## src/rtl/step_pacer_pkg.sv

```systemverilog
// Shared definitions for the step pacer: FSM state encoding.
package step_pacer_pkg;

    typedef enum logic [2:0] {
        ST_IDLE = 3'd0,
        ST_LOAD = 3'd1,
        ST_WAIT = 3'd2,
        ST_PACE = 3'd3,
        ST_DONE = 3'd4
    } state_e;

endpackage

```

## src/rtl/step_timer.sv

```systemverilog
// Loadable down-counter that sets the WAIT length of the step pacer.
module step_timer
    import step_pacer_pkg::*;
#(
    parameter int PER_W = 16
) (
    input  logic             clk,
    input  logic             rst,
    input  logic             load,
    input  logic [PER_W-1:0] load_val,
    input  logic             en,
    output logic             zero
);

    logic [PER_W-1:0] timer_q;
    logic [PER_W-1:0] timer_d;

    // Next timer value: load has priority, then count down and park at zero.
    always_comb begin
        timer_d = timer_q;
        if (load) begin
            timer_d = load_val;
        end else if (en && (timer_q != {PER_W{1'b0}})) begin
            timer_d = timer_q - {{(PER_W-1){1'b0}}, 1'b1};
        end else begin
            timer_d = timer_q;
        end
    end

    // Timer register.
    always_ff @(posedge clk or posedge rst) begin
        if (rst) begin
            timer_q <= {PER_W{1'b0}};
        end else begin
            timer_q <= timer_d;
        end
    end

    assign zero = (timer_q == {PER_W{1'b0}});

endmodule

```

## src/rtl/step_pacer.sv

```systemverilog
// Step-pulse generator: latches period/count on start, then emits paced step pulses.
module step_pacer
    import step_pacer_pkg::*;
#(
    parameter int PER_W = 16,
    parameter int CNT_W = 16
) (
    input  logic             clk,
    input  logic             rst,
    input  logic             start,
    input  logic             stop,
    input  logic [PER_W-1:0] period,
    input  logic [CNT_W-1:0] steps,
    output logic             step,
    output logic             timer_reload,
    output logic             busy,
    output logic             done,
    output logic [CNT_W-1:0] step_cnt
);

    state_e           state_q, state_d;
    logic [PER_W-1:0] period_q, period_d;
    logic [CNT_W-1:0] steps_q, steps_d;
    logic [CNT_W-1:0] step_cnt_q, step_cnt_d;
    logic [CNT_W-1:0] cnt_inc_s;
    logic             timer_zero_s;

    assign cnt_inc_s = step_cnt_q + {{(CNT_W-1){1'b0}}, 1'b1};

    step_timer #(
        .PER_W (PER_W)
    ) u_timer (
        .clk      (clk),
        .rst      (rst),
        .load     (state_q == ST_LOAD),
        .load_val (period_q),
        .en       (state_q == ST_WAIT),
        .zero     (timer_zero_s)
    );

    // Next-state logic: start overrides stop, stop overrides normal sequencing.
    always_comb begin
        state_d    = state_q;
        period_d   = period_q;
        steps_d    = steps_q;
        step_cnt_d = step_cnt_q;
        if (start) begin
            state_d    = ST_LOAD;
            period_d   = period;
            steps_d    = steps;
            step_cnt_d = {CNT_W{1'b0}};
        end else if (stop && (state_q != ST_IDLE)) begin
            state_d = ST_IDLE;
        end else begin
            case (state_q)
                ST_IDLE: state_d = ST_IDLE;
                ST_LOAD: state_d = ST_WAIT;
                ST_WAIT: begin
                    if (timer_zero_s) begin
                        state_d = ST_PACE;
                    end else begin
                        state_d = ST_WAIT;
                    end
                end
                ST_PACE: begin
                    // steps_q == 0 runs forever; the counter simply wraps.
                    step_cnt_d = cnt_inc_s;
                    if ((steps_q != {CNT_W{1'b0}}) && (cnt_inc_s == steps_q)) begin
                        state_d = ST_DONE;
                    end else begin
                        state_d = ST_LOAD;
                    end
                end
                ST_DONE: state_d = ST_IDLE;
                default: state_d = ST_IDLE;
            endcase
        end
    end

    // State, latch and counter registers.
    always_ff @(posedge clk or posedge rst) begin
        if (rst) begin
            state_q    <= ST_IDLE;
            period_q   <= {PER_W{1'b0}};
            steps_q    <= {CNT_W{1'b0}};
            step_cnt_q <= {CNT_W{1'b0}};
        end else begin
            state_q    <= state_d;
            period_q   <= period_d;
            steps_q    <= steps_d;
            step_cnt_q <= step_cnt_d;
        end
    end

    assign step         = (state_q == ST_PACE);
    assign timer_reload = (state_q == ST_LOAD);
    assign busy         = (state_q == ST_LOAD) || (state_q == ST_WAIT) || (state_q == ST_PACE);
    assign done         = (state_q == ST_DONE);
    assign step_cnt     = step_cnt_q;

endmodule

```

## config.mk

```make
export PLATFORM = sky130hd
export DESIGN_NAME = step_pacer
export DESIGN_NICKNAME = d
export VERILOG_FILES = /design/src/rtl/step_pacer_pkg.sv /design/src/rtl/step_timer.sv /design/src/rtl/step_pacer.sv
export SDC_FILE = /design/constraint.sdc
export NUM_CORES = 1
export LEC_CHECK = 0
export CAP_MARGIN = 20
export CORE_ASPECT_RATIO = 1.2
export CORE_UTILIZATION = 25
export DETAILED_ROUTE_END_ITERATION = 6
export DONT_BUFFER_PORTS = 1
export SYNTH_ARGS = -nofsm -noshare
export SYNTH_HDL_FRONTEND = slang
export SYNTH_SLANG_ARGS = --single-unit
export TNS_END_PERCENT = 20
```

## constraint.sdc

```tcl
create_clock -name clk -period 3.26 [get_ports clk]
set_clock_uncertainty 0.15 [all_clocks]
set_input_delay 0.652 -clock clk [delete_from_list [all_inputs] [get_ports clk]]
set_output_delay 0.652 -clock clk [all_outputs]
set_load 0.02 [all_outputs]
```

==> results.cfg <==
[outcome]
outcome = complete, no violations

[global_routing]
overflow = 0
grt_pass1_vias = 2551
grt_pass1_wl_um = 13600
antenna_found_initial = 0
grt_max_degree = 52
grt_usage_pct = 12.0

[worst_setup_path]
r2r_slack_ps = 570
reg2reg_depth = 6
crit_cells = 3
cp_data_required_time_ps = 2460
cp_max_fo = 17
cp_slowest_cell = or3_1
cp_data_arrival_time_ps = 1990
cp_common_cell = inv_1
crit_chain = inv_1 -> or3_1 -> inv_1
slowest_delay_ps = 550
crit-reg2reg-launch = u_timer.timer_q[6]$_DFFE_PP0P_
critPathLaunch = state_q[0]$_DFF_PP0_
r2r_end = u_timer.timer_q[2]$_DFFE_PP0P_
crit_path_end = timer_reload
crit_type = reg -> out
path_delay_family = buffers and inverters
cp-start-kind = register
cp_num_buf_inv = 2
end_kind = output port

[cts]
cts_root_buffer = clkbuf_16
path_clk_slew_ps = 50
cts_sinks = 67
cts_hold_buf = 0
post_cts_buffers = 0
clock_path_buffers = 2
cts_buffers = 9
cts_tree = built
htreeDepth = 3
cts_resized = 0
clock_latency_ps = 330

[layout]
fill_cells = 1414
layout-drive-gt1-share_pct = 15.8
multi_input_area_um2 = 1760
fin_nets = 382
area.sequential_um2 = 1680
antennaDiodeCount = 0
layout_commonest_cell = dfrtp_1
final_cell_mix = dfrtp_1, nor2_1, mux2_2, xnor2_1, nand2_1
synthToLayoutAreaGrowth_pct = 12.1

[yosys]
synth_compound_area_share_pct = 8.62
synth_top_family_by_area = simple AND/OR/NAND/NOR gates
synth_adder_area_share_pct = 0.704
yosysWarnings = 0
synthSimpleGateAreaFrac_pct = 19.2
avgSynthCellArea_um2 = 10.1
ys_seq_area_share_pct = 47.2
postSynthCellCount = 351
synth_nets = 389
synth_top_flop_cell = dfrtp_1
synthXorXnorAreaFrac_pct = 10.8
ys_ff_latch = 67
mappedNetlistArea_um2 = 3550
ys_types = 49
synth-edff-count = 0
synth.area.mux_share_pct = 10.1
async_reset_ff_share_pct = 100

[routing]
drtAntennaViolNets = 0
drtIter0Drc = 81
route.met3.wl_um = 417
top_layer = met4
finalWirelength_um = 8330
vias = 2501
viasPerCell = 4.82
wire_per_inst_um = 16.1
first_pass_iters = 4
drcViolationCount = 0
met1_length_um = 3460
met2_length_um = 4330

[sta]
min_period_ps = 2790
rsz0062_at_grt = false
clock.fmax_mhz = 358
setup_viol = 0
worst_pin_slew_ps = 732
slew_violations = 0
fin_crit_sh_pct = 85.6
setup_tns_ps = 0
slew_headroom_pct = 50.8
finalHoldViolCount = 0

[placement]
portBuffers = 0
dp_hpwl_um = 6040
routabilityCongestion = 0.818

[floorplan]
num_rows = 47
dieWidth_um = 111
die-area_um2 = 14700
start_util_pct = 25.7
io_pins = 56
core_um2 = 13800
die_h_um = 133

[power_and_ir_drop]
leakage_nw = 1.54
power.total_mw = 2.11
worst_ir_drop_vdd_mv = 0.390
powerDensity_nw_per_um2 = 529

[run]
maxCapViolCount = 0

[min_path]
hold_class = in -> async
[Yosys cell counts, types with 2 or more instances]
cell type  count  area share (%)
or3_1          5            0.88
dfrtp_1       67              47
ha_1           2            0.70
or4_1          3            0.63
o21ai_0        8             1.1
o21a_1         2            0.42
a22oi_1        2            0.42
nor3_1        13             1.8
nand3b_1       3            0.63
o21ai_1        3            0.42
o211ai_1       5             1.1
xnor2_1       24             5.9
buf_1          2            0.21
and3_1         2            0.35
a21oi_1       12             1.7
nor2b_1        2            0.35
nor3b_1        5             1.1
buf_6          2            0.63
mux2_2        32              10
and2_1         2            0.35
nand3_1       17             2.4
nand4_1        7             1.2
inv_1          7            0.74
nor4_1        10             1.8
clkbuf_1      15             1.6
nand2b_1       3            0.53
nor2_1        34             3.6
nand2_1       22             2.3
xor2_1        20             4.9
[power breakdown]
part	internal (mW)	switching, mW
registers	0.909	0.0760
logic	0.107	0.107
clock network	0.570	0.342
[worst reg2reg max path: cells and delay by family (launching register included)]
kind / cells / cell delay, ps
simple gates: 3 / 1360
flops: 1 / 430
compound gates: 3 / 600
[area by class of cell]
cell class / count / area share [%]
inverters: 7 / 0.659
clock buffers: 13 / 6.78
clock inverters: 2 / 0.251
well taps: 171 / 5.37
flip-flops and latches: 67 / 42.1
multi-input cells: 257 / 44.2
repair buffers: 2 / 0.691
[sequential cells by signal, summed over array words and instances, names as in the netlist]
name             cells
u_timer.timer_q     16
state_q              3
steps_q             16
step_cnt            16
period_q            16
[stage by stage]
| step | std cells | setup WS (ps) | util [%] | hold WS (ps) | cell area (µm²) |
|---|---|---|---|---|---|
| after floorplan | 351 | 709 | - | 295 | 3550 |
| after detailed placement | 504 | 608 | 26.8 | 331 | 3700 |
| after global routing | 519 | 336 | 28.8 | 191 | 3990 |
| after global placement | 504 | 724 | 26.8 | 324 | 3700 |
| after CTS | 519 | 445 | 28.8 | 148 | 3990 |
| final | 519 | 468 | 28.8 | 137 | 3990 |
[routing by layer]
layer | global-route usage (%) | up-vias
met4 | 4.44 | 0
met3 | 3.94 | 10
met5 | 0 | -
met1 | 13.7 | 1206
met2 | 20.8 | 57
li1 | - | 1228
[how the worst min path moves through the flow]
stage | startpoint | to | slack [ps] | cells after the start
final | rst | u_timer.timer_q[7]$_DFFE_PP0P_ | 140 | 1
after global routing | rst | period_q[10]$_DFFE_PP0P_ | 190 | 1
after CTS | rst | period_q[10]$_DFFE_PP0P_ | 150 | 1
after detailed placement | period_q[12]$_DFFE_PP0P_ | u_timer.timer_q[12]$_DFFE_PP0P_ | 330 | 2
after global placement | period_q[5]$_DFFE_PP0P_ | u_timer.timer_q[5]$_DFFE_PP0P_ | 320 | 2
after floorplan | period_q[7]$_DFFE_PP0P_ | u_timer.timer_q[7]$_DFFE_PP0P_ | 300 | 2
[cells by family (layout without fill, tap and decap cells)]
| family | count (synthesis) | count (layout) |
|---|---|---|
| and+or+nand+nor | 133 | 133 |
| buffers and inverters | 27 | 24 |
| adders and majority gates | 2 | 2 |
| xor gates and xnor gates | 44 | 44 |
| AOI/OAI and AO/OA | 46 | 46 |
| DFF | 67 | 67 |
| muxes | 32 | 32 |
(Power assumes the default switching activity.)
